==> config.mk <==
export PLATFORM = sky130hd
export DESIGN_NAME = cond_logic
export DESIGN_NICKNAME = d
export VERILOG_FILES = /design/src/rtl/cond_logic.sv
export SDC_FILE = /design/constraint.sdc
export NUM_CORES = 1
export LEC_CHECK = 0
export CORE_AREA = 2 2 46 48
export DETAILED_ROUTE_END_ITERATION = 10
export DIE_AREA = 0 0 48 50
export SYNTH_ARGS = -nofsm -noshare
export SYNTH_HDL_FRONTEND = slang
export SYNTH_SLANG_ARGS = --single-unit
==> constraint.sdc <==
create_clock -name CLK -period 1.5 [get_ports CLK]
set_input_delay 0.15 -clock CLK [delete_from_list [all_inputs] [get_ports CLK]]
set_output_delay 0.15 -clock CLK [all_outputs]
set_load 0.02 [all_outputs]
==> src/rtl/cond_logic.sv <==
// Holds the architectural NZCV flags and evaluates the ARM condition field against them.
// CondEx/PCSrc/RegWrite/MemWrite are combinational; flag writes appear one cycle later.
// No handshake: Stall freezes flag updates only and never gates the write enables.
module cond_logic #(
  parameter logic [3:0] FLAG_RESET = 4'b0000,
  parameter logic       NV_EXEC    = 1'b0
) (
  input  logic       CLK,
  input  logic       RESET,
  input  logic [3:0] Cond,
  input  logic [3:0] ALUFlags,
  input  logic [1:0] FlagW,
  input  logic       PCS,
  input  logic       RegW,
  input  logic       NoWrite,
  input  logic       MemW,
  input  logic       Stall,
  output logic       PCSrc,
  output logic       RegWrite,
  output logic       MemWrite,
  output logic       CarryFlag,
  output logic [3:0] Flags,
  output logic       CondEx
);

  logic [1:0] nz_q, nz_d;
  logic [1:0] cv_q, cv_d;
  logic       flag_n, flag_z, flag_c, flag_v;
  logic       cond_ex;

  assign flag_n = nz_q[1];
  assign flag_z = nz_q[0];
  assign flag_c = cv_q[1];
  assign flag_v = cv_q[0];

  // Evaluated only from registered flags, so set-and-test in one cycle sees old flags.
  always_comb begin
    cond_ex = 1'b0;
    case (Cond)
      4'b0000: cond_ex = flag_z;
      4'b0001: cond_ex = ~flag_z;
      4'b0010: cond_ex = flag_c;
      4'b0011: cond_ex = ~flag_c;
      4'b0100: cond_ex = flag_n;
      4'b0101: cond_ex = ~flag_n;
      4'b0110: cond_ex = flag_v;
      4'b0111: cond_ex = ~flag_v;
      4'b1000: cond_ex = flag_c & ~flag_z;
      4'b1001: cond_ex = ~flag_c | flag_z;
      4'b1010: cond_ex = (flag_n == flag_v);
      4'b1011: cond_ex = (flag_n != flag_v);
      4'b1100: cond_ex = ~flag_z & (flag_n == flag_v);
      4'b1101: cond_ex = flag_z | (flag_n != flag_v);
      4'b1110: cond_ex = 1'b1;
      default: cond_ex = NV_EXEC;
    endcase
  end

  always_comb begin
    nz_d = nz_q;
    cv_d = cv_q;
    if (cond_ex && !Stall) begin
      if (FlagW[1]) nz_d = ALUFlags[3:2];
      if (FlagW[0]) cv_d = ALUFlags[1:0];
    end
  end

  always_ff @(posedge CLK) begin
    if (RESET) begin
      nz_q <= FLAG_RESET[3:2];
      cv_q <= FLAG_RESET[1:0];
    end else begin
      nz_q <= nz_d;
      cv_q <= cv_d;
    end
  end

  assign CondEx    = cond_ex;
  assign PCSrc     = PCS & cond_ex;
  assign RegWrite  = RegW & ~NoWrite & cond_ex;
  assign MemWrite  = MemW & cond_ex;
  assign CarryFlag = cv_q[1];
  assign Flags     = {nz_q, cv_q};

endmodule

==> flow_summary.json <==
{
  "grt_pass1_wl_mm": 2.02,
  "crit_family": "compound AO/OA/AOI/OAI gates",
  "r2r-end": "nz_q[1]$_SDFFE_PP0P_",
  "worst_slew_margin_rel_pct": 79.1,
  "synthCells": 57,
  "ios": 26,
  "avgViaCountPerCell": 4.29,
  "core-area_um2": 1900,
  "drt-total-wl_mm": 1.28,
  "max_stage_delay_ns": 0.34,
  "clk_path_buf_depth": 2,
  "r2r_start": "nz_q[1]$_SDFFE_PP0P_",
  "fillers": 198,
  "hold_slack_ns": 0.477,
  "die_x_um": 48,
  "cts_sinks": 4,
  "crit_chain": "xor2_1, a21oi_1, o32a_4, and3_4, nor3b_4, buf_6",
  "critical_path_peak_fanout": 4,
  "cp.depth": 6,
  "final_nets": 113,
  "gp_congestion": 0.822,
  "crit_type": "flip-flop to primary output",
  "first_pass_iters": 1,
  "fin_worst_skew_ns": 0.00803,
  "synth_area_um2": 470,
  "worstPathArrival_ns": 1.65,
  "yosysSeqAreaShare_pct": 17.0,
  "cp.buffers_inverters": 1,
  "crit_slowest_cell": "dfxtp_4",
  "min_to": "cv_q[0]$_SDFFE_PP0P_",
  "start_util_pct": 24.7,
  "antenna_found_initial": 0,
  "fmax_mhz": 555,
  "endpoint_kind": "primary output",
  "worst_slew_pin_slew_ns": 0.314,
  "hold_viol_final": 0,
  "violations": "setup timing",
  "worstSkewPairLatency_ns": 0.24,
  "setup_viol": 8,
  "fin_util_pct": 49.9,
  "syn-num-nets": 74,
  "worstSetupStartpointType": "flip-flop",
  "grt_max_degree": 9,
  "drtIter0Drc": 0,
  "grt_pass1_vias": 515,
  "cts_tree": "done",
  "place_ws_ns": -1.02,
  "grt_use_total_pct": 11.6,
  "hold_buffers": 0,
  "vias": 523,
  "clk_pin_slew_worst_paths_ns": 0.04,
  "wl_per_cell_um": 10.5,
  "io_buffer_count": 25,
  "power_density_nw_per_um2": 539,
  "synth_flop_cell": "dfxtp_1",
  "hold_path_class": "input pin to flip-flop",
  "htreeDepth": 1,
  "ir_drop_v": 0.000355,
  "drive_above_1_share_pct": 37.9,
  "yosys_warnings": 0,
  "syn_avg_cell_area_um2": 8.25,
  "max-cap-violations": 0,
  "fin_crit_ns": 1.80,
  "maxSlewViolCount": 0,
  "synth_edf_count": 0,
  "dieHeight_um": 50,
  "rsz0062_at_grt": "true",
  "antennaDiodeCount": 0,
  "grt_overflow_total": 0,
  "fin_crit_sh_pct": 120,
  "root_buffer": "clkbuf_4",
  "async_reset_ff_share_pct": 0,
  "holdCritStartpoint": "ALUFlags[0]",
  "p_total_mw": 0.511,
  "reg2reg_depth": 6,
  "place_hpwl_um": 999,
  "ys_ff_latch": 4,
  "fin_ws_ns": -0.302,
  "outcome": "finished, violations left",
  "dieArea_um2": 2400,
  "yosysUniqueCellTypes": 24,
  "p_leak_nw": 0.411,
  "cp.required_ns": 1.35,
  "areaGrowthSynthToFinish_pct": 102,
  "reg2reg_slack_ns": -0.17,
  "cts_buffers": 3,
  "hold_depth": 3,
  "drtAntennaViolNets": 0,
  "placementRows": 16,
  "drc_errors": 0
}
-- layout by cell type (no fill, tap or decap), types with 3 or more instances in the layout --
cell              n
inv_1             5
clkdlybuf4s50_1  15
clkbuf_4          3
dfxtp_4           3
nand2_1           3
buf_6             7
mux2i_1           5
nand2b_1         10
buf_4             9
dlygate4sd2_1     4
-- report_power, final --
group          switching [mW]  leakage, nW  internal [mW]
clock network          0.0464       0.0150          0.100
logic                   0.104        0.360          0.142
registers             0.00814       0.0353          0.110
total                   0.159        0.411          0.352
-- how the worst max path moves through the flow --
stage                                     from  slack (ns)  endpoint
after floorplan           nz_q[1]$_SDFFE_PP0P_       -0.08  RegWrite
after global placement                 Cond[1]       -0.98  RegWrite
after detailed placement               Cond[1]       -1.02  RegWrite
after CTS                 nz_q[1]$_SDFFE_PP0P_       -0.34    CondEx
after global routing      cv_q[1]$_SDFFE_PP0P_       -0.41  RegWrite
final                     cv_q[1]$_SDFFE_PP0P_       -0.30  RegWrite
-- metrics by stage --
stage               instance area [um2]  TNS (ns)  cells
floorplan                           508    -0.262     57
global placement                    862     -5.98    118
detailed placement                  862     -6.24    118
CTS                                 936     -2.06    122
global route                        948     -2.48    122
finish                              948     -1.78    122
-- worst register-to-register path, stage by stage, from the launching register on --
cell and delay [ns]:
dfxtp_4 0.36, mux2_4 0.27, o21ai_2 0.11, o211ai_1 0.11, buf_4 0.18, a311oi_4 0.34
mux2i_1 0.22
-- cell type report --
class / count / area, um2 / share of cell area (%)
flip-flops and latches: 4 / 92.6 / 9.76
clock buffers: 4 / 26.3 / 2.77
repair buffers: 37 / 357 / 37.6
inverters: 5 / 18.8 / 1.98
well taps: 27 / 33.8 / 3.56
multi-input cells: 45 / 420 / 44.3
-- what timing repair did --
item	in CTS	in global routing
gates resized for setup	36	4
endpoints found under the setup margin	8	10
pin swaps	5	7
setup buffers	1	0
-- synthesized netlist by cell type (2+ instances only) --
master    number  area, um2
nor2b_1        4       25.0
nand2b_1      10       62.6
a21oi_1        2       10.0
nand2_1        3       11.3
inv_1          5       18.8
o21ai_0        2       10.0
buf_4          2       15.0
dfxtp_1        4       80.1
mux2i_1        6       60.1
a311oi_2       2       30.0
nor3b_1        3       22.5
xor2_1         2       17.5
-- cell families after synthesis --
logic type / synth area share, %
flip-flops: 17.0
AO/OA/AOI/OAI: 22.1
AND/OR/NAND/NOR: 33.8
XOR/XNOR: 3.72
buffers and inverters: 8.24
multiplexers: 15.2
-- metal layers --
layer	vias up	global-route usage (%)	wire, um
li1	272	-	-
met1	233	13.7	530
met2	18	18.9	647
met3	0	1.83	105
met4	0	6.76	0
met5	-	0	0
-- flip-flops by register name (all words and copies together) (netlist names) --
signal / cells
cv_q: 2
nz_q: 2
Note: power is estimated with default switching activity, not from simulation.
